**src/rtl/connect_pkg.sv**
```systemverilog
// rtl/connect_pkg.sv - shared cell codes, line directions and board indexing helpers
package connect_pkg;

    typedef logic [1:0] cell_t;

    localparam cell_t CELL_EMPTY = 2'b00;
    localparam cell_t CELL_P1    = 2'b01;
    localparam cell_t CELL_P2    = 2'b10;

    localparam logic [1:0] DIR_RIGHT = 2'd0;
    localparam logic [1:0] DIR_DOWN  = 2'd1;
    localparam logic [1:0] DIR_DR    = 2'd2;
    localparam logic [1:0] DIR_DL    = 2'd3;

    typedef enum logic [1:0] {
        ST_IDLE = 2'd0,
        ST_SCAN = 2'd1,
        ST_DONE = 2'd2
    } scan_state_t;

    function automatic int cell_idx(input int r, input int c, input int cols);
        return r * cols + c;
    endfunction

    function automatic int dir_dr(input int d);
        return (d == 0) ? 0 : 1;
    endfunction

    function automatic int dir_dc(input int d);
        case (d)
            0:       return 1;
            1:       return 0;
            2:       return 1;
            default: return -1;
        endcase
    endfunction

endpackage

```
**src/rtl/win_window_check.sv**
```systemverilog
// rtl/win_window_check.sv - combinational test of one WIN_LEN cell window against a target player
module win_window_check
    import connect_pkg::*;
#(
    parameter int WIN_LEN = 5
) (
    input  logic [2*WIN_LEN-1:0] cells,
    input  logic                 valid,
    input  cell_t                target,
    output logic                 match
);

    always_comb begin
        match = valid && ((target == CELL_P1) || (target == CELL_P2));
        for (int k = 0; k < WIN_LEN; k++) begin
            if (cells[2*k +: 2] != target) begin
                match = 1'b0;
            end
        end
    end

endmodule

```
**src/rtl/win_scanner.sv**
```systemverilog
// rtl/win_scanner.sv - sequential board scanner: one anchor cell per clock, four line directions
module win_scanner
    import connect_pkg::*;
#(
    parameter int ROWS    = 7,
    parameter int COLS    = 7,
    parameter int WIN_LEN = 5
) (
    input  logic                      clk,
    input  logic                      resetn,
    input  logic [2*ROWS*COLS-1:0]    grid,
    input  logic [1:0]                player,
    input  logic                      start,
    output logic                      busy,
    output logic                      done,
    output logic [1:0]                winner,
    output logic                      draw,
    output logic [$clog2(ROWS)-1:0]   win_row,
    output logic [$clog2(COLS)-1:0]   win_col,
    output logic [1:0]                win_dir
);

    localparam int RW = $clog2(ROWS);
    localparam int CW = $clog2(COLS);

    scan_state_t state, state_next;

    logic [2*ROWS*COLS-1:0] grid_q;
    cell_t                  player_q;
    logic [RW-1:0]          row_q;
    logic [CW-1:0]          col_q;
    logic                   empty_seen;

    logic [2*WIN_LEN-1:0]   win_cells [4];
    logic [3:0]             win_valid;
    logic [3:0]             dir_match;
    cell_t                  anchor;
    cell_t                  target;
    logic                   hit;
    logic [1:0]             hit_dir;
    logic                   last_anchor;

    assign anchor      = grid_q[2*cell_idx(int'(row_q), int'(col_q), COLS) +: 2];
    // Either-player mode takes the anchor's own colour as the target.
    assign target      = (player_q == CELL_EMPTY) ? anchor : player_q;
    assign last_anchor = (row_q == RW'(ROWS-1)) && (col_q == CW'(COLS-1));

    // Gather the cells of each direction's window; out-of-board windows are flagged invalid.
    always_comb begin
        int rr, cc, re, ce;
        rr = 0;
        cc = 0;
        re = 0;
        ce = 0;
        for (int d = 0; d < 4; d++) begin
            win_cells[d] = '0;
            re = int'(row_q) + (WIN_LEN-1) * dir_dr(d);
            ce = int'(col_q) + (WIN_LEN-1) * dir_dc(d);
            win_valid[d] = (re < ROWS) && (ce >= 0) && (ce < COLS);
            for (int k = 0; k < WIN_LEN; k++) begin
                rr = int'(row_q) + k * dir_dr(d);
                cc = int'(col_q) + k * dir_dc(d);
                if ((rr < ROWS) && (cc >= 0) && (cc < COLS)) begin
                    win_cells[d][2*k +: 2] = grid_q[2*cell_idx(rr, cc, COLS) +: 2];
                end
            end
        end
    end

    for (genvar gd = 0; gd < 4; gd++) begin : g_dir
        win_window_check #(.WIN_LEN(WIN_LEN)) u_check (
            .cells  (win_cells[gd]),
            .valid  (win_valid[gd]),
            .target (target),
            .match  (dir_match[gd])
        );
    end

    always_comb begin
        hit     = 1'b0;
        hit_dir = DIR_RIGHT;
        for (int d = 3; d >= 0; d--) begin
            if (dir_match[d]) begin
                hit     = 1'b1;
                hit_dir = 2'(d);
            end
        end
    end

    always_ff @(posedge clk) begin
        if (!resetn) begin
            state <= ST_IDLE;
        end else begin
            state <= state_next;
        end
    end

    always_comb begin
        state_next = state;
        case (state)
            ST_IDLE: if (start) state_next = ST_SCAN;
            ST_SCAN: if (hit || last_anchor) state_next = ST_DONE;
            ST_DONE: state_next = ST_IDLE;
            default: state_next = ST_IDLE;
        endcase
    end

    assign busy = (state == ST_SCAN) || (state == ST_DONE);
    assign done = (state == ST_DONE);

    always_ff @(posedge clk) begin
        if (!resetn) begin
            grid_q     <= '0;
            player_q   <= CELL_EMPTY;
            row_q      <= '0;
            col_q      <= '0;
            empty_seen <= 1'b0;
            winner     <= CELL_EMPTY;
            draw       <= 1'b0;
            win_row    <= '0;
            win_col    <= '0;
            win_dir    <= DIR_RIGHT;
        end else if ((state == ST_IDLE) && start) begin
            grid_q     <= grid;
            player_q   <= player;
            row_q      <= '0;
            col_q      <= '0;
            empty_seen <= 1'b0;
            winner     <= CELL_EMPTY;
            draw       <= 1'b0;
            win_row    <= '0;
            win_col    <= '0;
            win_dir    <= DIR_RIGHT;
        end else if (state == ST_SCAN) begin
            empty_seen <= empty_seen | (anchor == CELL_EMPTY);
            if (hit) begin
                winner  <= target;
                win_row <= row_q;
                win_col <= col_q;
                win_dir <= hit_dir;
            end else if (last_anchor) begin
                winner <= CELL_EMPTY;
                draw   <= ~(empty_seen | (anchor == CELL_EMPTY));
            end else if (col_q == CW'(COLS-1)) begin
                col_q <= '0;
                row_q <= row_q + RW'(1);
            end else begin
                col_q <= col_q + CW'(1);
            end
        end
    end

endmodule
```
**config.mk**
```make
export PLATFORM = sky130hd
export DESIGN_NAME = win_scanner
export DESIGN_NICKNAME = d
export VERILOG_FILES = /design/src/rtl/connect_pkg.sv /design/src/rtl/win_window_check.sv /design/src/rtl/win_scanner.sv
export SDC_FILE = /design/constraint.sdc
export NUM_CORES = 1
export LEC_CHECK = 0
export BUFFER_PORTS_ARGS = -buffer_cell sky130_fd_sc_hd__buf_4
export CAP_MARGIN = 20
export CELL_PAD_IN_SITES_DETAIL_PLACEMENT = 0
export CELL_PAD_IN_SITES_GLOBAL_PLACEMENT = 2
export CORE_AREA = 2 2 226 228
export DETAILED_ROUTE_END_ITERATION = 6
export DIE_AREA = 0 0 228 230
export PLACE_DENSITY_LB_ADDON = 0.1
export SYNTH_ARGS = -nofsm -noshare
export SYNTH_HDL_FRONTEND = slang
export SYNTH_SLANG_ARGS = --single-unit
```
**constraint.sdc**
```tcl
create_clock -name clk -period 9.32 [get_ports clk]
set_input_delay 1.398 -clock clk [delete_from_list [all_inputs] [get_ports clk]]
set_output_delay 1.398 -clock clk [all_outputs]
set_load 0.01 [all_outputs]
```
==> flow_summary.json <==
{
  "outcome": "finished clean",
  "wl_um": 80730,
  "holdWs_ns": 0.4570,
  "place_area_mm2": 0.02046,
  "crit_fanout": 14,
  "hold_viol": 0,
  "cp_cell_sequence": "inv_1 > ha_1 > xor2_1 > ha_1 > fa_1 > xnor2_1 > inv_1 > ha_1 > inv_1 > xnor2_1 > o211ai_1 > o31a_1 > o22ai_1 > or4_1 > nor4_1 > o211a_2 > a2111oi_4 > nor4b_4 > mux2i_1",
  "gr-total-overflow": 0,
  "core_area_mm2": 0.04986,
  "final_cells": 2777,
  "dp_cells": 2742,
  "ys.flop_type": "dfxtp_1",
  "vias": 17790,
  "synth-edff-count": 0,
  "rows": 82,
  "r2r_slack_ns": 1.76,
  "yosys.area.top_type": "mux4_2",
  "clkSinkCount": 120,
  "slowest_delay_ns": 0.66,
  "cts_tree": "done",
  "drt_pass1_iterations": 5,
  "end_kind": "flip-flop",
  "start_util": 0.3777,
  "path_clk_slew_ns": 0.06,
  "ys_ff_latch": 120,
  "pre_cts_ws_ns": 1.836,
  "ys_types": 114,
  "relSlewSlack": 0.2298,
  "grtUsageMet3": 0.05779,
  "postLayoutSetupSlackWorst_ns": 1.756,
  "io_pins": 116,
  "cts_buffers": 17,
  "met2_usage": 0.4889,
  "path_delay_family": "compound AO/OA/AOI/OAI gates",
  "hp-class": "flip-flop to flip-flop",
  "cp.arrival_ns": 7.95,
  "cap_violations": 0,
  "diodes": 0,
  "cp.depth": 19,
  "die_h_um": 230,
  "antenna_found_initial": 0,
  "drtIter0Drc": 1787,
  "setup_viol": 0,
  "crit_start": "row_q[2]",
  "grt.busiest_layer": "met2",
  "cts_buffer_depth": 2,
  "fin_area_mm2": 0.02109,
  "avgViaCountPerCell": 6.408,
  "reg2reg_to": "row_q[1]",
  "worst_slew_pin_slew_ns": 1.154,
  "gp_congestion": 1.001,
  "ys_seq_area_frac": 0.1275,
  "synth_cells": 2005,
  "finClkSkew_ns": 0.01735,
  "grt_use_total": 0.3075,
  "yosysWarningCount": 0,
  "syn_to_final_growth_pct": 11.98,
  "post-synth-top-count-cell": "nand2_1",
  "crit_buf_inv": 3,
  "syn-cell-area_mm2": 0.01884,
  "clk_latency_ns": 0.47,
  "required_ns": 9.71,
  "grt_setup_unrepaired": "false",
  "hold_start": "win_row[1]",
  "cts_root_buf": "clkbuf_16",
  "yosys-top-cells-area": "mux4_2 22%, dfxtp_1 13%, mux2i_1 8.4%",
  "irDropWorstVdd_v": 0.0001443,
  "r2r_start": "row_q[2]",
  "layout_min_cycle_time_ns": 7.564,
  "grt_pass1_vias": 17260,
  "grt_pass1_wl_um": 119400,
  "drive_above_1_share": 0.2518,
  "synth_async_sr_flop_share": 0,
  "power_mw": 4.603,
  "power.density_mw_per_mm2": 218.3,
  "crit_slowest_cell": "dfxtp_1",
  "period_share": 0.8116,
  "wl_per_cell_um": 29.07,
  "r2r_cells": 19,
  "worst_setup_path_start_kind": "flip-flop",
  "final.setup.tns_ns": 0,
  "post_cts_resized": 0,
  "fmax_mhz": 132.2,
  "use_met1": 0.4170,
  "place_hpwl_um": 65300,
  "die_area_mm2": 0.05244,
  "cts_htree_levels": 4,
  "port_buffers": 115,
  "post_cts_buffers": 0,
  "p_leak_nw": 7.691,
  "grt_max_degree": 94,
  "slew_viol_final": 0,
  "hold_buffers": 0,
  "drc_errors": 0,
  "synth_top_area_share": 0.2188,
  "synthTopCellsByCount": "294 x nand2_1, 183 x mux4_2, 158 x mux2i_1, 120 x dfxtp_1, 105 x a21boi_0",
  "postLayoutCoreUtil": 0.4230,
  "crit_end": "row_q[1]",
  "postRouteAntennaNets": 0,
  "synth_nets": 2232,
  "avgSynthCellArea_um2": 9.394,
  "layout.nets": 2319,
  "fp.dieW_um": 228,
  "crit_type": "flip-flop to flip-flop"
}
[worst min-delay path by stage]
stage | to | cells after the start
CTS | win_row[1] | 2
finish | win_row[1] | 2
floorplan | state[0] | 2
detailed placement | win_row[1] | 2
global placement | win_row[2] | 2
global route | win_row[2] | 2
[layer usage]
metal | share of wire | wire (um) | up-vias
met5 | 0 | 0 | -
met4 | 0.035 | 2843 | 0
li1 | - | - | 7939
met3 | 0.081 | 6521 | 149
met1 | 0.43 | 34750 | 8846
met2 | 0.45 | 36620 | 860
[final cells by class]
class,count,area [um2]
clock buffers,18,429.2
clock inverters,14,162.7
fillers,4999,28770
inverters,70,262.8
multi-input cells,1712,15690
flip-flops and latches,120,2402
well taps,672,840.8
repair buffers,171,1309
[tightest hold or removal path: stages, from the launching register on]
cell and delay [ns]:
dfxtp_1 0.31, nand2_1 0.05, mux2i_1 0.05
[cells by family (layout without fill, tap and decap cells)]
| family | count (synthesis) | in the layout | share of synthesized area |
|---|---|---|---|
| compound gates | 459 | 459 | 0.1788 |
| xor+xnor | 76 | 76 | 0.03972 |
| fa+ha+maj | 124 | 124 | 0.09034 |
| buf+inv | 173 | 273 | 0.04344 |
| flops | 120 | 120 | 0.1275 |
| mux | 419 | 419 | 0.3526 |
| simple gates | 634 | 634 | 0.1676 |
[sequential cells by signal, summed over array words and instances, names as in the netlist, 3 cells and up]
register  flops
col_q         3
row_q         3
grid_q       98
win_row       3
win_col       3
[power by group]
| part | total (mW) | internal [mW] | switching [mW] | leakage (nW) |
|---|---|---|---|---|
| Clock | 0.679 | 0.398 | 0.280 | 0.276 |
| Sequential | 0.697 | 0.584 | 0.113 | 0.983 |
| Combinational | 3.23 | 1.35 | 1.88 | 6.43 |
[cells in the final DEF (no fill, tap or decap), drive strengths merged, types with 8 or more instances in the layout]
cell type	Yosys	layout
a2111oi	15	15
a211o	11	11
a211oi	21	21
a21boi	106	106
a21o	24	24
a21oi	75	75
a22oi	8	8
a31oi	10	10
and2	18	18
and3	17	17
buf	45	171
clkbuf	58	18
dfxtp	120	120
fa	20	20
ha	104	104
inv	68	74
mux2	74	74
mux2i	158	158
mux4	187	187
nand2	294	294
nand2b	12	12
nand3	62	62
nand3b	9	9
nand4	14	14
nor2	53	53
nor2b	18	18
nor3	36	36
nor3b	15	15
nor4	19	19
o211ai	16	16
o21a	21	21
o21ai	60	60
o311ai	10	10
or2	11	11
or3	22	22
xnor2	54	54
xor2	22	22
Power figures use the tool's default switching activity.
